<file path="config.mk">
export PLATFORM = sky130hd
export DESIGN_NAME = conv_layer_sequencer
export DESIGN_NICKNAME = d
export VERILOG_FILES = /design/src/rtl/conv_layer_sequencer.sv
export SDC_FILE = /design/constraint.sdc
export NUM_CORES = 1
export LEC_CHECK = 0
export CAP_MARGIN = 5
export CELL_PAD_IN_SITES_DETAIL_PLACEMENT = 0
export CELL_PAD_IN_SITES_GLOBAL_PLACEMENT = 2
export CORE_UTILIZATION = 36
export DETAILED_ROUTE_END_ITERATION = 7
export PLACE_DENSITY = 0.92
export SLEW_MARGIN = 15
export SYNTH_ARGS = -nofsm -noshare
export SYNTH_HDL_FRONTEND = slang
export SYNTH_SLANG_ARGS = --single-unit
</file>
<file path="constraint.sdc">
create_clock -name clk -period 3.3 [get_ports clk]
set_input_delay 0.825 -clock clk [delete_from_list [all_inputs] [get_ports clk]]
set_output_delay 0.825 -clock clk [all_outputs]
set_load 0.02 [all_outputs]
</file>
<file path="src/rtl/conv_layer_sequencer.sv">
`default_nettype none
// ============================================================================
// Module      : conv_layer_sequencer
// Description : Layer-level control FSM for the convolution datapath. One
//               accepted `start` runs a complete layer: an outer loop over
//               output-channel groups (oc) and an inner loop over input-channel
//               groups (ic), streaming N pixels per inner pass. The block
//               drives the datapath's feature-map/weight/bias read addresses,
//               its valid/reset strobes and its static settings. It counts
//               returned results to generate output write addresses.
//
// Optional    : `define SEQ_DRAIN_TIMEOUT_EN adds a DRAIN watchdog (parameter
//               TIMEOUT) and a sticky `seq_timeout` output. Without the macro
//               the port does not exist and DRAIN waits indefinitely.
//
// Ports       :
//   clk, rstn            clock, asynchronous active-low reset
//   start                one-cycle layer start request (ignored unless IDLE)
//   cfg_fm_len           pixels per channel-group pass (N)
//   cfg_ic_groups        input-channel groups (I)
//   cfg_oc_groups        output-channel groups (O)
//   cfg_row_len          line-buffer length
//   cfg_scale            requantisation shift
//   cfg_pw_mode          pointwise mode
//   cfg_rd_base          input feature-map base address
//   cfg_wr_base          output feature-map base address
//   Conv_data_valid_out  datapath result strobe
//   state_rst            datapath abort request (forces IDLE)
//   Conv_data_valid_in   pixel issue strobe
//   adder_rst            accumulator clear (one cycle per oc group)
//   bias_out_valid       bias-add enable on the final ic pass
//   Conv_scale_in        latched scale
//   buff_len_ctrl        latched row length
//   buff_len_rst         line-buffer reset
//   PW_mode              latched mode
//   fm_rd_addr           input read address
//   fm_wr_addr           output write address
//   fm_DDR_wr            write strobe for fm_wr_addr
//   wm_addr_rd           weight read address
//   bm_addr_rd           bias read address
//   current_state        FSM state code (IDLE=0 PREP=1 STREAM=2 DRAIN=3 DONE=4)
//   busy                 FSM not in IDLE
//   seq_timeout          sticky DRAIN watchdog flag (optional)
//   done                 one-cycle completion pulse
//   cfg_err              one-cycle bad-configuration pulse
//
// Revision    : 1.0 - initial release
// ============================================================================
module conv_layer_sequencer #(
  parameter int FM_AW = 13,
  parameter int WM_AW = 8,
  parameter int BM_AW = 9,
  parameter int BUF_W = 9
`ifdef SEQ_DRAIN_TIMEOUT_EN
  ,
  parameter int TIMEOUT = 1023
`endif
) (
  input  logic             clk,
  input  logic             rstn,
  input  logic             start,
  input  logic [FM_AW-1:0] cfg_fm_len,
  input  logic [3:0]       cfg_ic_groups,
  input  logic [4:0]       cfg_oc_groups,
  input  logic [BUF_W-1:0] cfg_row_len,
  input  logic [3:0]       cfg_scale,
  input  logic             cfg_pw_mode,
  input  logic [FM_AW-1:0] cfg_rd_base,
  input  logic [FM_AW-1:0] cfg_wr_base,
  input  logic             Conv_data_valid_out,
  input  logic             state_rst,
  output logic             Conv_data_valid_in,
  output logic             adder_rst,
  output logic             bias_out_valid,
  output logic [3:0]       Conv_scale_in,
  output logic [BUF_W-1:0] buff_len_ctrl,
  output logic             buff_len_rst,
  output logic             PW_mode,
  output logic [FM_AW-1:0] fm_rd_addr,
  output logic [FM_AW-1:0] fm_wr_addr,
  output logic             fm_DDR_wr,
  output logic [WM_AW-1:0] wm_addr_rd,
  output logic [BM_AW-1:0] bm_addr_rd,
  output logic [2:0]       current_state,
  output logic             busy,
`ifdef SEQ_DRAIN_TIMEOUT_EN
  output logic             seq_timeout,
`endif
  output logic             done,
  output logic             cfg_err
);

  typedef enum logic [2:0] {
    S_IDLE   = 3'd0,
    S_PREP   = 3'd1,
    S_STREAM = 3'd2,
    S_DRAIN  = 3'd3,
    S_DONE   = 3'd4
  } state_t;

  state_t r_state;

  // Latched layer configuration
  logic [FM_AW-1:0] r_n;
  logic [3:0]       r_ic_groups;
  logic [4:0]       r_oc_groups;
  logic [FM_AW-1:0] r_rd_base;
  logic [FM_AW-1:0] r_wr_base;

  // Loop state
  logic [4:0]       r_oc;
  logic [3:0]       r_ic;
  logic [FM_AW-1:0] r_pix;
  logic [FM_AW-1:0] r_out_cnt;
  // ic*N + pix is a plain linear count within an oc group, so the read
  // offset is kept as a running counter rather than a multiply.
  logic [FM_AW-1:0] r_rd_off;
  // Running oc*N and oc*I products, bumped once per oc group.
  logic [FM_AW-1:0] r_oc_n;
  logic [WM_AW-1:0] r_wm_base;

`ifdef SEQ_DRAIN_TIMEOUT_EN
  localparam int TMO_W = $clog2(TIMEOUT + 1);
  logic [TMO_W-1:0] r_tmo;
`endif

  logic       w_pix_last;
  logic       w_ic_last;
  logic       w_oc_last;
  logic [3:0] w_ic_nxt;
  logic       w_cnt_ok;
  logic       w_cfg_bad;

  assign w_pix_last = (r_pix == r_n - FM_AW'(1));
  assign w_ic_last  = (r_ic == r_ic_groups - 4'd1);
  assign w_oc_last  = (r_oc == r_oc_groups - 5'd1);
  assign w_ic_nxt   = r_ic + 4'd1;
  // A result is accepted only while the group still expects results.
  assign w_cnt_ok   = Conv_data_valid_out && (r_state != S_IDLE) && (r_out_cnt < r_n);
  assign w_cfg_bad  = (cfg_fm_len == '0) || (cfg_ic_groups == 4'd0) || (cfg_oc_groups == 5'd0);

  assign current_state = r_state;

  always_ff @(posedge clk or negedge rstn) begin
    if (!rstn) begin
      r_state            <= S_IDLE;
      r_n                <= '0;
      r_ic_groups        <= '0;
      r_oc_groups        <= '0;
      r_rd_base          <= '0;
      r_wr_base          <= '0;
      r_oc               <= '0;
      r_ic               <= '0;
      r_pix              <= '0;
      r_out_cnt          <= '0;
      r_rd_off           <= '0;
      r_oc_n             <= '0;
      r_wm_base          <= '0;
      Conv_data_valid_in <= 1'b0;
      adder_rst          <= 1'b0;
      bias_out_valid     <= 1'b0;
      Conv_scale_in      <= '0;
      buff_len_ctrl      <= '0;
      buff_len_rst       <= 1'b0;
      PW_mode            <= 1'b0;
      fm_rd_addr         <= '0;
      fm_wr_addr         <= '0;
      fm_DDR_wr          <= 1'b0;
      wm_addr_rd         <= '0;
      bm_addr_rd         <= '0;
      busy               <= 1'b0;
      done               <= 1'b0;
      cfg_err            <= 1'b0;
`ifdef SEQ_DRAIN_TIMEOUT_EN
      r_tmo              <= '0;
      seq_timeout        <= 1'b0;
`endif
    end else begin
      // Single-cycle strobes default low
      adder_rst    <= 1'b0;
      buff_len_rst <= 1'b0;
      done         <= 1'b0;
      cfg_err      <= 1'b0;
      fm_DDR_wr    <= 1'b0;

      if (state_rst) begin
        // Abort wins over everything; latched configuration is kept.
        r_state            <= S_IDLE;
        busy               <= 1'b0;
        Conv_data_valid_in <= 1'b0;
        bias_out_valid     <= 1'b0;
      end else begin
        // Result counting runs in every non-IDLE state, independent of
        // the loop position; the address/strobe lag the valid by a cycle.
        if (w_cnt_ok) begin
          fm_DDR_wr  <= 1'b1;
          fm_wr_addr <= r_wr_base + r_oc_n + r_out_cnt;
          r_out_cnt  <= r_out_cnt + FM_AW'(1);
        end

        case (r_state)
          S_IDLE: begin
            if (start) begin
              if (w_cfg_bad) begin
                cfg_err <= 1'b1;
              end else begin
                r_n           <= cfg_fm_len;
                r_ic_groups   <= cfg_ic_groups;
                r_oc_groups   <= cfg_oc_groups;
                r_rd_base     <= cfg_rd_base;
                r_wr_base     <= cfg_wr_base;
                Conv_scale_in <= cfg_scale;
                buff_len_ctrl <= cfg_row_len;
                PW_mode       <= cfg_pw_mode;
                r_oc          <= '0;
                r_oc_n        <= '0;
                r_wm_base     <= '0;
                r_ic          <= '0;
                r_pix         <= '0;
                r_out_cnt     <= '0;
                adder_rst     <= 1'b1;
                buff_len_rst  <= 1'b1;
                busy          <= 1'b1;
                r_state       <= S_PREP;
`ifdef SEQ_DRAIN_TIMEOUT_EN
                seq_timeout   <= 1'b0;
`endif
              end
            end
          end

          S_PREP: begin
            // Set up the first pixel of the first ic pass.
            r_ic               <= '0;
            r_pix              <= '0;
            r_rd_off           <= '0;
            Conv_data_valid_in <= 1'b1;
            fm_rd_addr         <= r_rd_base;
            wm_addr_rd         <= r_wm_base;
            bm_addr_rd         <= BM_AW'(r_oc);
            bias_out_valid     <= (r_ic_groups == 4'd1);
            r_state            <= S_STREAM;
          end

          S_STREAM: begin
            if (w_pix_last && w_ic_last) begin
              Conv_data_valid_in <= 1'b0;
              bias_out_valid     <= 1'b0;
              r_state            <= S_DRAIN;
`ifdef SEQ_DRAIN_TIMEOUT_EN
              r_tmo              <= '0;
`endif
            end else begin
              r_rd_off   <= r_rd_off + FM_AW'(1);
              fm_rd_addr <= r_rd_base + r_rd_off + FM_AW'(1);
              if (w_pix_last) begin
                // Next ic pass: accumulation continues, no adder_rst.
                r_pix          <= '0;
                r_ic           <= w_ic_nxt;
                wm_addr_rd     <= r_wm_base + WM_AW'(w_ic_nxt);
                bias_out_valid <= (w_ic_nxt == r_ic_groups - 4'd1);
              end else begin
                r_pix <= r_pix + FM_AW'(1);
              end
            end
          end

          S_DRAIN: begin
            // Uses the registered count, so a strobe that completes the
            // group is counted here and the move happens next cycle.
            if (r_out_cnt == r_n) begin
              if (w_oc_last) begin
                done    <= 1'b1;
                r_state <= S_DONE;
              end else begin
                r_oc         <= r_oc + 5'd1;
                r_oc_n       <= r_oc_n + r_n;
                r_wm_base    <= r_wm_base + WM_AW'(r_ic_groups);
                r_out_cnt    <= '0;
                adder_rst    <= 1'b1;
                buff_len_rst <= 1'b1;
                r_state      <= S_PREP;
              end
            end
`ifdef SEQ_DRAIN_TIMEOUT_EN
            else if (w_cnt_ok) begin
              r_tmo <= '0;
            end else if (r_tmo == TMO_W'(TIMEOUT - 1)) begin
              seq_timeout <= 1'b1;
              busy        <= 1'b0;
              r_state     <= S_IDLE;
            end else begin
              r_tmo <= r_tmo + TMO_W'(1);
            end
`endif
          end

          S_DONE: begin
            busy    <= 1'b0;
            r_state <= S_IDLE;
          end

          default: begin
            // Unused codes recover to IDLE.
            busy               <= 1'b0;
            Conv_data_valid_in <= 1'b0;
            bias_out_valid     <= 1'b0;
            r_state            <= S_IDLE;
          end
        endcase
      end
    end
  end

endmodule
`default_nettype wire

</file>
==> summary.md <==
| Metric | Value |
|---|---|
| Outcome | `complete, no violations` |
| Worst R2R Path Depth | `11` |
| Number of synthesized register bits | `180` |
| Crit path time final | `between 3 and 4 ns` |
| Clock H-tree levels | `4` |
| Sequential area share after synthesis | `0.415` |
| First-pass GRT wire length | `around 45 mm` |
| Gr usage total | `0.184` |
| Xor and xnor area share after synthesis | `0.0726` |
| Crit-path cells | `ha_1 -> fa_1 -> a21o_1 -> a21o_1 -> a2111oi_1 -> buf_4 -> nor3_1 -> nor3_1 -> nor2_1 -> xnor2_1 -> a31o_2` |
| Max-Cap Viols | `0` |
| Dpl hpwl | `20.2 mm` |
| Largest net degree at the start of global routing | `between 80 and 90` |
| Asr flop ratio synth | `1.00` |
| Post-Route Skew | `0.0113 ns` |
| Dominant cell type by area after synthesis | `dfrtp_1` |
| Setup CP Type | `flop to flop` |
| Inserted Diodes | `0` |
| Crit path launch type | `flop` |
| Worst skew pair latency | `about 0.44 ns` |
| Main flop type after synthesis | `dfrtp_1` |
| CTS tree | `done` |
| First DRT Iteration DRCs | `about 520` |
| Synth unique cells | `73` |
| Placed cells | `about 1600` |
| Adder-cell share of the synthesized area | `0.106` |
| Average via count per standard cell | `about 5.2` |
| Switching share of power | `0.351` |
| WP data arrival | `3.50 ns` |
| Largest family of logic cells by synthesized area | `simple AND/OR/NAND/NOR gates` |
| Reg-to-reg critical path startpoint | `r_n[0]$_DFFE_PN0P_` |
| DR WL/cell | `~16 um` |
| Number of flops mapped to enable cells by yosys | `0` |
| Via count | `8661` |
| Setup tns final | `0 ns` |
| Number of iterations in the first detailed-routing pass | `6` |
| CTS clk-pin slew, worst paths | `0.07 ns` |
| Worst slew pin tran | `approximately 0.66 ns` |
| Synth Area in Compound Gates | `0.144` |
| Crit-path max FO | `4` |
| Synthesis-to-finish area growth | `24.7%` |
| Synth top area cells | `dfrtp_1 41%, ha_1 7.5%, mux2_2 5.4%` |
| Slowest CP cell | `a2111oi_1` |
| Grt ovf | `0` |
| Slew Limit Fails | `0` |
| Std-Cell Rows | `63` |
| Endpoints failing setup | `0` |
| Worst Setup End Kind | `flop` |
| Fin Hold WS | `about 0.4 ns` |
| Die area | `a little over 30000 um2` |
| Pwr Density | `slightly above 600 nW/um2` |
| P_leak | `approximately 6.0 nW` |
| Slew HR | `0.556` |
| Initial core utilization | `0.366` |
| NetSw | `~2.9 mW` |
| Mux share of post-synthesis cell area | `0.0558` |
| Layout Cells excl Fill | `around 1700` |
| Io pins | `around 140` |
| Synth top area share | `0.415` |
| CORE AREA | `slightly below 30000 um2` |
| Simple-gate share of the synthesized area | `0.169` |
| Maximum vdd drop | `approximately 0.34 mV` |
| Total routed wirelength | `approximately 27 mm` |
| Internal power | `5.33 mW` |
| Initial antenna violation count | `0` |
| Synth warn | `0` |
| Maximum operating frequency | `between 300 and 400 MHz` |
| Synthesized instance count | `roughly 1100` |
| Final period util | `0.963` |
| Crit path buffers/inverters | `1` |
| Sequential share of power | `0.372` |
| Chip width | `around 180 um` |
| Combinational share of power | `0.361` |
| Flop2flop setup slack | `roughly 0.12 ns` |
| Port bufs | `130` |
| Critical Path Start | `r_n[0]$_DFFE_PN0P_` |
| CTS max path bufs | `2` |
| Residual DRC | `0` |
| Die H | `roughly 180 um` |
| Post-Syn Area | `roughly 11000 um2` |
| Nets | `1418` |
| Vias in the first global route | `roughly 8500` |
| Syn Area/Cell | `about 9.7 um2` |
| CTS buffer count | `17` |
| Layout cell share with drive strength beyond 1 | `0.125` |
| CTS root buffer | `clkbuf_16` |
| Clk sinks | `180` |
| Hold Violations, Final | `0` |
| CP top delay family | `compound AO/OA/AOI/OAI gates` |
| Largest stage delay, worst path | `0.49 ns` |
| Req. time, crit path | `3.63 ns` |
| Clock Power Share | `0.267` |
| Critical path depth in cells | `11` |
| Total power | `roughly 8.2 mW` |
| RD Place Congestion | `roughly 0.84` |
| Fin util | `0.457` |
| Final ANT Viol Nets | `0` |
| Hold WC Path Type | `input pin to async pin` |
## per-layer routing
layer,part of all wire,track usage,up-vias
li1,-,-,4250
met1,0.48,0.250,4232
met2,0.48,0.302,162
met3,0.037,0.0357,17
met4,0.011,0.0442,0
met5,0,0,-
## cells in the mapped netlist, types with 3 or more instances
| cell type | instances |
|---|---|
| inv_1 | 48 |
| nand4_1 | 13 |
| buf_4 | 8 |
| or4_1 | 10 |
| nor2b_1 | 16 |
| a41oi_1 | 3 |
| o2111ai_1 | 3 |
| or2_2 | 5 |
| dfrtp_1 | 180 |
| nor3_1 | 23 |
| a21oi_1 | 49 |
| nand3_1 | 36 |
| o21ai_0 | 52 |
| nor4_1 | 10 |
| xor2_1 | 32 |
| o21ai_1 | 23 |
| a211oi_1 | 4 |
| or3_1 | 11 |
| o41ai_1 | 3 |
| nor2_1 | 83 |
| a22o_1 | 6 |
| and3_1 | 11 |
| clkbuf_1 | 28 |
| o21a_1 | 5 |
| a31oi_1 | 15 |
| a21o_1 | 20 |
| nand2_1 | 132 |
| ha_1 | 65 |
| xnor2_1 | 58 |
| o31ai_1 | 20 |
| fa_1 | 17 |
| mux2_2 | 52 |
| o211ai_1 | 7 |
| nor3_2 | 3 |
| nand2b_1 | 11 |
| buf_2 | 8 |
## through the flow
stage,instance area (um2),worst slack (ns)
final,13500,0.122
after global routing,13500,-0.00652
after CTS,13500,0.0307
after detailed placement,12900,-0.350
after global placement,12900,-0.403
after floorplan,10900,0.423
## layout make-up
cell class | count | area (um2)
clock buffers | 19 | 453
clock inverters | 13 | 169
fillers | 2887 | 16100
inverters | 48 | 180
multi-input cells | 847 | 6010
flip-flops and latches | 180 | 4510
well taps | 390 | 488
repair buffers | 175 | 1730
## path summary, 6_finish.rpt
kind | end
min in group clk | bm_addr_rd[2]$_DFFE_PN0P_
worst max-delay path | r_oc_n[12]$_DFFE_PN0P_
worst min-delay path | fm_wr_addr[2]$_DFFE_PN0P_
worst min register to register | bm_addr_rd[2]$_DFFE_PN0P_
max in group asynchronous | r_oc_n[10]$_DFFE_PN0P_
worst max register to register | r_oc_n[12]$_DFFE_PN0P_
## cell usage in the layout (no fill, tap or decap), drive strengths merged, types with 6 or more instances in the layout
cell           instances
mux2                  52
nor3                  26
nor4                  12
nand2                133
buf                   45
a22o                   6
inv                   53
a21o                  20
nand3                 36
clkdlybuf4s50        129
nand2b                11
a31oi                 16
and3                  11
clkbuf                20
o31ai                 20
nor2                  83
a21oi                 50
o211ai                 7
ha                    65
or4                   12
nand4                 13
xor2                  32
xnor2                 58
o21ai                 76
nor2b                 16
fa                    17
or3                   11
dfrtp                180
## worst reg2reg max path: cells and delay by family, from the launching register on
family | cells | cell delay [ns]
AOI/OAI and AO/OA | 4 | 1.10
adders and majority gates | 2 | 0.66
and+or+nand+nor | 3 | 0.54
DFF | 1 | 0.45
buffers and inverters | 1 | 0.20
xor gates and xnor gates | 1 | 0.14
## kinds of logic after synthesis
group                      Yosys count
AOI/OAI and AO/OA                  237
other                                1
buffers and inverters               94
DFF                                180
adders and majority gates           82
xor gates and xnor gates            90
muxes                               54
and+or+nand+nor                    380
## sequential cells by signal (all words and copies together), names as in the netlist, 9 cells and up
| name | cells |
|---|---|
| r_out_cnt | 13 |
| r_rd_off | 13 |
| fm_wr_addr | 13 |
| fm_rd_addr | 13 |
| r_rd_base | 13 |
| r_wr_base | 13 |
| r_n | 13 |
| buff_len_ctrl | 9 |
| r_pix | 13 |
| r_oc_n | 13 |
## timing repair
item,4_1_cts,5_1_grt
setup buffers,0,2
hold buffers,0,0
endpoints found under the setup margin,6,49
gates resized for setup,1,9
pin swaps,0,4
## power groups by stage
stage | logic (mW) | clock network, mW | registers, mW
after floorplan | 1.61 | 0 | 3.31
after global placement | 2.92 | 0 | 3.09
after detailed placement | 2.96 | 0 | 3.10
after CTS | 2.98 | 2.23 | 3.06
after global routing | 3.29 | 2.32 | 3.12
final | 2.96 | 2.19 | 3.05
(Power assumes the default switching activity.)
